<file path="config.mk">
export PLATFORM = sky130hd
export DESIGN_NAME = mul_div_unit
export DESIGN_NICKNAME = d
export VERILOG_FILES = /design/src/rtl/mul_div_unit.sv
export SDC_FILE = /design/constraint.sdc
export NUM_CORES = 1
export LEC_CHECK = 0
export ABC_CLOCK_PERIOD_IN_PS = 3700
export BUFFER_PORTS_ARGS = -buffer_cell sky130_fd_sc_hd__buf_2
export CELL_PAD_IN_SITES_DETAIL_PLACEMENT = 1
export CELL_PAD_IN_SITES_GLOBAL_PLACEMENT = 1
export CORE_AREA = 2 2 202 254
export CTS_CLUSTER_SIZE = 16
export DETAILED_ROUTE_END_ITERATION = 12
export DIE_AREA = 0 0 204 256
export PLACE_DENSITY_LB_ADDON = 0.15
export SYNTH_ARGS = -nofsm -noshare
export SYNTH_HDL_FRONTEND = slang
export SYNTH_SLANG_ARGS = --single-unit
</file>
<file path="constraint.sdc">
create_clock -name clk -period 3.7 [get_ports clk]
set_input_delay 0.185 -clock clk [delete_from_list [all_inputs] [get_ports clk]]
set_output_delay 0.185 -clock clk [all_outputs]
set_load 0.1 [all_outputs]
</file>
<file path="src/rtl/mul_div_unit.sv">
// Iterative multiply/divide unit with architectural HI/LO registers.
//
// Handles MULT/MULTU (radix-2 shift-add) and DIV/DIVU (restoring division),
// taking one iteration per cycle for WIDTH cycles. A result is written to HI/LO
// one cycle after the last iteration, and done pulses in the following cycle.
// Signed operations run on operand magnitudes, with the sign fixed up at the end.
// MTHI/MTLO writes are accepted only while idle. cancel aborts an operation in
// flight.
//
// Ports:
//   clk     rising-edge clock
//   rst     synchronous active-high reset
//   start   operation request, sampled only in IDLE
//   op      5'b10010 MULT, 5'b10011 MULTU, 5'b10100 DIV, 5'b10101 DIVU
//   a, b    multiplicand/dividend (rs), multiplier/divisor (rt)
//   cancel  flush; aborts an in-flight operation
//   hi_we   MTHI write enable (IDLE only)
//   lo_we   MTLO write enable (IDLE only)
//   wdata   MTHI/MTLO data
//   busy    high while not idle
//   done    one-cycle pulse; hi/lo hold the new result
//   div0    pulses with done when a divide had b == 0
//   hi, lo  HI and LO registers
module mul_div_unit #(
  parameter int unsigned WIDTH = 32
) (
  input  logic             clk,
  input  logic             rst,
  input  logic             start,
  input  logic [4:0]       op,
  input  logic [WIDTH-1:0] a,
  input  logic [WIDTH-1:0] b,
  input  logic             cancel,
  input  logic             hi_we,
  input  logic             lo_we,
  input  logic [WIDTH-1:0] wdata,
  output logic             busy,
  output logic             done,
  output logic             div0,
  output logic [WIDTH-1:0] hi,
  output logic [WIDTH-1:0] lo
);

  localparam int unsigned CntW = $clog2(WIDTH + 1);

  typedef enum logic [1:0] {StIdle, StCalc, StFin} state_e;

  state_e               state_q, state_d;
  logic [2*WIDTH-1:0]   acc_q, acc_d;      // mul: {partial, multiplier}; div: {rem, quo}
  logic [WIDTH-1:0]     mcand_q, mcand_d;  // multiplicand or divisor magnitude
  logic [CntW-1:0]      cnt_q, cnt_d;
  logic                 is_div_q, is_div_d;
  logic                 neg_res_q, neg_res_d;
  logic                 neg_rem_q, neg_rem_d;
  logic                 b_zero_q, b_zero_d;
  logic [WIDTH-1:0]     hi_q, hi_d, lo_q, lo_d;
  logic                 done_q, done_d, div0_q, div0_d;

  // Operation decode
  logic op_valid, op_signed, op_div;
  assign op_valid  = (op == 5'b10010) || (op == 5'b10011) ||
                     (op == 5'b10100) || (op == 5'b10101);
  assign op_signed = ~op[0];
  assign op_div    = op[2];

  logic [WIDTH-1:0] a_mag, b_mag;
  assign a_mag = (op_signed && a[WIDTH-1]) ? -a : a;
  assign b_mag = (op_signed && b[WIDTH-1]) ? -b : b;

  // Multiply step: conditionally add the multiplicand to the upper half, then shift right.
  logic [WIDTH:0] mul_sum;
  assign mul_sum = {1'b0, acc_q[2*WIDTH-1:WIDTH]} + (acc_q[0] ? {1'b0, mcand_q} : '0);

  // Restoring divide step: shift the next dividend bit into the remainder, then trial-subtract.
  logic [WIDTH:0] rem_shift, rem_diff;
  assign rem_shift = {acc_q[2*WIDTH-1:WIDTH], acc_q[WIDTH-1]};
  assign rem_diff  = rem_shift - {1'b0, mcand_q};

  // Final sign correction
  logic [2*WIDTH-1:0] prod;
  logic [WIDTH-1:0]   quo_fix, rem_fix;
  assign prod    = neg_res_q ? -acc_q : acc_q;
  assign quo_fix = neg_res_q ? -acc_q[WIDTH-1:0] : acc_q[WIDTH-1:0];
  assign rem_fix = neg_rem_q ? -acc_q[2*WIDTH-1:WIDTH] : acc_q[2*WIDTH-1:WIDTH];

  always_comb begin
    state_d   = state_q;
    acc_d     = acc_q;
    mcand_d   = mcand_q;
    cnt_d     = cnt_q;
    is_div_d  = is_div_q;
    neg_res_d = neg_res_q;
    neg_rem_d = neg_rem_q;
    b_zero_d  = b_zero_q;
    hi_d      = hi_q;
    lo_d      = lo_q;
    done_d    = 1'b0;
    div0_d    = 1'b0;

    case (state_q)
      StIdle: begin
        if (hi_we) hi_d = wdata;
        if (lo_we) lo_d = wdata;
        if (start && op_valid && !cancel) begin
          state_d   = StCalc;
          cnt_d     = '0;
          is_div_d  = op_div;
          b_zero_d  = (b == '0);
          neg_res_d = op_signed && (a[WIDTH-1] ^ b[WIDTH-1]);
          neg_rem_d = op_signed && a[WIDTH-1];
          if (op_div) begin
            mcand_d = b_mag;
            acc_d   = {{WIDTH{1'b0}}, a_mag};
          end else begin
            mcand_d = a_mag;
            acc_d   = {{WIDTH{1'b0}}, b_mag};
          end
        end
      end
      StCalc: begin
        if (cancel) begin
          state_d = StIdle;
        end else begin
          if (is_div_q) begin
            if (!rem_diff[WIDTH]) begin
              acc_d = {rem_diff[WIDTH-1:0], acc_q[WIDTH-2:0], 1'b1};
            end else begin
              acc_d = {rem_shift[WIDTH-1:0], acc_q[WIDTH-2:0], 1'b0};
            end
          end else begin
            acc_d = {mul_sum, acc_q[WIDTH-1:1]};
          end
          cnt_d = cnt_q + 1'b1;
          if (cnt_q == CntW'(WIDTH - 1)) state_d = StFin;
        end
      end
      StFin: begin
        state_d = StIdle;
        if (!cancel) begin
          done_d = 1'b1;
          if (is_div_q) begin
            // Divide by zero: quotient all ones; the sign-fixed remainder equals raw a.
            lo_d   = b_zero_q ? {WIDTH{1'b1}} : quo_fix;
            hi_d   = rem_fix;
            div0_d = b_zero_q;
          end else begin
            hi_d = prod[2*WIDTH-1:WIDTH];
            lo_d = prod[WIDTH-1:0];
          end
        end
      end
      default: state_d = StIdle;
    endcase
  end

  always_ff @(posedge clk) begin
    if (rst) begin
      state_q   <= StIdle;
      acc_q     <= '0;
      mcand_q   <= '0;
      cnt_q     <= '0;
      is_div_q  <= 1'b0;
      neg_res_q <= 1'b0;
      neg_rem_q <= 1'b0;
      b_zero_q  <= 1'b0;
      hi_q      <= '0;
      lo_q      <= '0;
      done_q    <= 1'b0;
      div0_q    <= 1'b0;
    end else begin
      state_q   <= state_d;
      acc_q     <= acc_d;
      mcand_q   <= mcand_d;
      cnt_q     <= cnt_d;
      is_div_q  <= is_div_d;
      neg_res_q <= neg_res_d;
      neg_rem_q <= neg_rem_d;
      b_zero_q  <= b_zero_d;
      hi_q      <= hi_d;
      lo_q      <= lo_d;
      done_q    <= done_d;
      div0_q    <= div0_d;
    end
  end

  assign busy = (state_q != StIdle);
  assign done = done_q;
  assign div0 = div0_q;
  assign hi   = hi_q;
  assign lo   = lo_q;

endmodule
</file>
==> out/qor.yml <==
yosys:
  yosys.area.top_type: "dfxtp_1"
  synth-edff-count: 0
  netlist_instances: 2008
  synth_most_common_cell: "nand2_1"
  yosys_most_used_dff: "dfxtp_1"
  ys_seq_area_frac: 0.236
  synth_warnings: 0
  netlist_area_um2: 14800
  ys_seq_elements: 174
  synth_area_per_cell_um2: 7.36
  synthArstFlopShare: 0
  synth_commonest_cells: "nand2_1 (225), a21oi_1 (210), nor2_1 (208)"
  synth_nets: 2186
  ys_top_cells_by_area: "dfxtp_1 (24%), a21oi_1 (7.1%), xnor2_1 (6.9%), ha_1 (5.8%), nand2_1 (5.7%)"
  synth_top_area_share: 0.236
  ys_types: 87
min_path:
  hp-class: "primary input to flop"
job:
  maxCapViolCount: 0
worst_setup_path:
  cp_slowest_cell: "a211oi_1"
  cp_slowest_stage_delay_ns: 0.38
  required_ns: 4.06
  worstPathMaxFanout: 6
  crit_path_cell_trace: "buf_4 -> nand2_1 -> inv_1 -> ha_1 -> a211oi_1 -> o21ai_1 -> nor4b_2 -> nor3_2 -> buf_4 -> o41a_1 -> o21ai_1 -> a31o_2 -> xnor2_1 -> o22ai_1 -> a221o_1"
  path_class: "flop to flop"
  crit_path_end_kind: "flop"
  critPathLaunchType: "flop"
  cp_top_family: "compound AO/OA/AOI/OAI gates"
  cp_num_buf_inv: 3
  cp.arrival_ns: 3.89
place:
  port_buffers: 173
  place_area_um2: 16700
  placed_cells: 2802
  pre_cts_slack_ns: 0.0420
  hpwlAfterDp_mm: 52.6
  routabilityCongestion: 0.874
sta:
  finalSetupTns_ns: 0
  finalWorstSetupSlack_ns: 0.166
  clock_skew_ns: 0.0135
  hold_violations: 0
  rsz0062_at_grt: "true"
  setup_viol: 0
  maxSlewHeadroom: 0.348
  tightest_slew_ns: 0.978
  min_period_ns: 3.53
  fmax_ghz: 0.283
  slew_violations: 0
  whs_ns: 0.0374
  finalCritPeriodShare: 0.955
routing:
  antenna_left: 0
  dr.pass1.iters: 5
  dr_total_vias: 15780
  totalWireLength_mm: 66.3
  avgRoutedWirePerCell_um: 23.4
  first_iter_violations: 779
  drc: 0
  vias_per_cell: 5.56
die:
  initial_core_util: 0.296
  core_area_um2: 50000
  row_count: 92
  die_height_um: 256
  io_pins: 174
  die_area_um2: 52200
  die_w_um: 204
finish:
  stdcell_area_um2: 17300
  drive_gt1_frac: 0.169
  antenna_cells: 0
  fin_nets: 2345
  area.growth.synth_to_final_pct: 17.0
  fin_cells: 2838
global_routing:
  grt_overflow: 0
  grt_max_degree: 133
  grt_pass1_vias: 16113
  antenna_found_initial: 1
  grt_usage: 0.253
  grt_first_pass_wirelength_mm: 100
clock_tree:
  cts_tree: "yes"
  h-tree-depth: 4
  path_clk_slew_ns: 0.08
  cts_setup_buffers: 0
  cts_root_buf: "clkbuf_16"
  cts_sinks: 174
  cts_made_buffers: 17
  cts_buffer_depth: 2
  clk_latency_ns: 0.47
pwr:
  leakagePower_nw: 7.01
  irDropWorstVdd_v: 0.000342
  powerDensity_nw_per_um2: 310
status:
  status: "complete, no violations"
==> placed cells by master (no fill, tap or decap), types with 7 or more instances in the layout <==
| cell type | instances |
|---|---|
| o31ai_1 | 17 |
| a22oi_1 | 15 |
| a211oi_1 | 25 |
| or4_1 | 8 |
| o221ai_1 | 33 |
| buf_2 | 172 |
| a311oi_1 | 20 |
| o211ai_1 | 42 |
| or3_1 | 18 |
| nand2b_1 | 25 |
| clkbuf_16 | 17 |
| buf_4 | 96 |
| o21ai_0 | 142 |
| and3_1 | 11 |
| nor3_1 | 53 |
| a21o_1 | 32 |
| o21ai_1 | 7 |
| or2_2 | 9 |
| nand4_1 | 10 |
| inv_1 | 62 |
| nor2_1 | 207 |
| nand2_1 | 225 |
| dfxtp_1 | 173 |
| nor2b_1 | 19 |
| o21bai_1 | 8 |
| xor2_1 | 53 |
| a21oi_1 | 205 |
| o41ai_1 | 11 |
| mux2i_1 | 61 |
| xnor2_1 | 117 |
| o22ai_1 | 7 |
| nor4_1 | 13 |
| ha_1 | 69 |
| a31oi_1 | 22 |
| nand3_1 | 28 |
==> stage by stage <==
stage | util | total power, mW
after global routing | 0.346 | 5.60
after CTS | 0.346 | 5.42
after detailed placement | 0.333 | 3.56
after global placement | 0.333 | 3.55
after floorplan | - | 3.09
final | 0.346 | 5.37
==> flip-flops by register name, indices dropped and copies added, names as in the netlist <==
register   flops
done           1
div0           1
state_q        2
acc_q         64
neg_res_q      1
b_zero_q       1
mcand_q       32
hi            32
neg_rem_q      1
lo            32
is_div_q       1
cnt_q          6
==> routing by layer <==
| metal | vias to the layer above | global-route usage | wire length (µm) |
|---|---|---|---|
| met2 | 296 | 0.471 | 34900 |
| li1 | 7577 | - | - |
| met1 | 7830 | 0.294 | 27400 |
| met4 | 0 | 0.0936 | 2220 |
| met3 | 77 | 0.0261 | 1780 |
| met5 | - | 0 | 0 |
==> final cells by class <==
class                   count  area [µm²]
fillers                  6275       32700
clock inverters            13         120
well taps                 658         823
inverters                  63         236
repair buffers            275        1680
flip-flops and latches    174        3480
clock buffers              19         443
multi-input cells        1636       10500
==> repair_timing <==
action,in CTS,in global routing
hold buffers,4,0
hold endpoints to repair,4,0
gates resized for setup,0,11
setup endpoints to repair,0,28
==> final timing paths <==
kind / from / endpoint / slack, ns / cells after the start
setup / recovery: acc_q[0] / acc_q[60] / 0.17 / 15
hold reg to reg: mcand_q[14] / mcand_q[14] / 0.45 / 2
hold / removal: wdata[3] / hi[3] / 0.04 / 3
setup reg to reg: acc_q[0] / acc_q[60] / 0.17 / 15
==> tightest hold or removal path, stage by stage <==
cell and delay [ns]:
buf_2 0.14, nand2_1 0.06, a311oi_1 0.08
==> logic make-up (layout without fill, tap and decap cells) <==
family                     count (synthesis)  count (layout)  share of synthesized area
and+or+nand+nor                          676             676                      0.218
buffers and inverters                    198             370                     0.0585
muxes                                     64              64                     0.0436
AOI/OAI and AO/OA                        655             655                      0.283
DFF                                      174             174                      0.236
adders and majority gates                 71              71                     0.0611
xor gates and xnor gates                 170             170                      0.101
==> power breakdown <==
group | leakage (nW) | internal, mW | switching, mW
clock network | 0.262 | 0.906 | 0.937
logic | 5.33 | 0.475 | 1.07
registers | 1.42 | 1.93 | 0.0479
(Power assumes the default switching activity.)
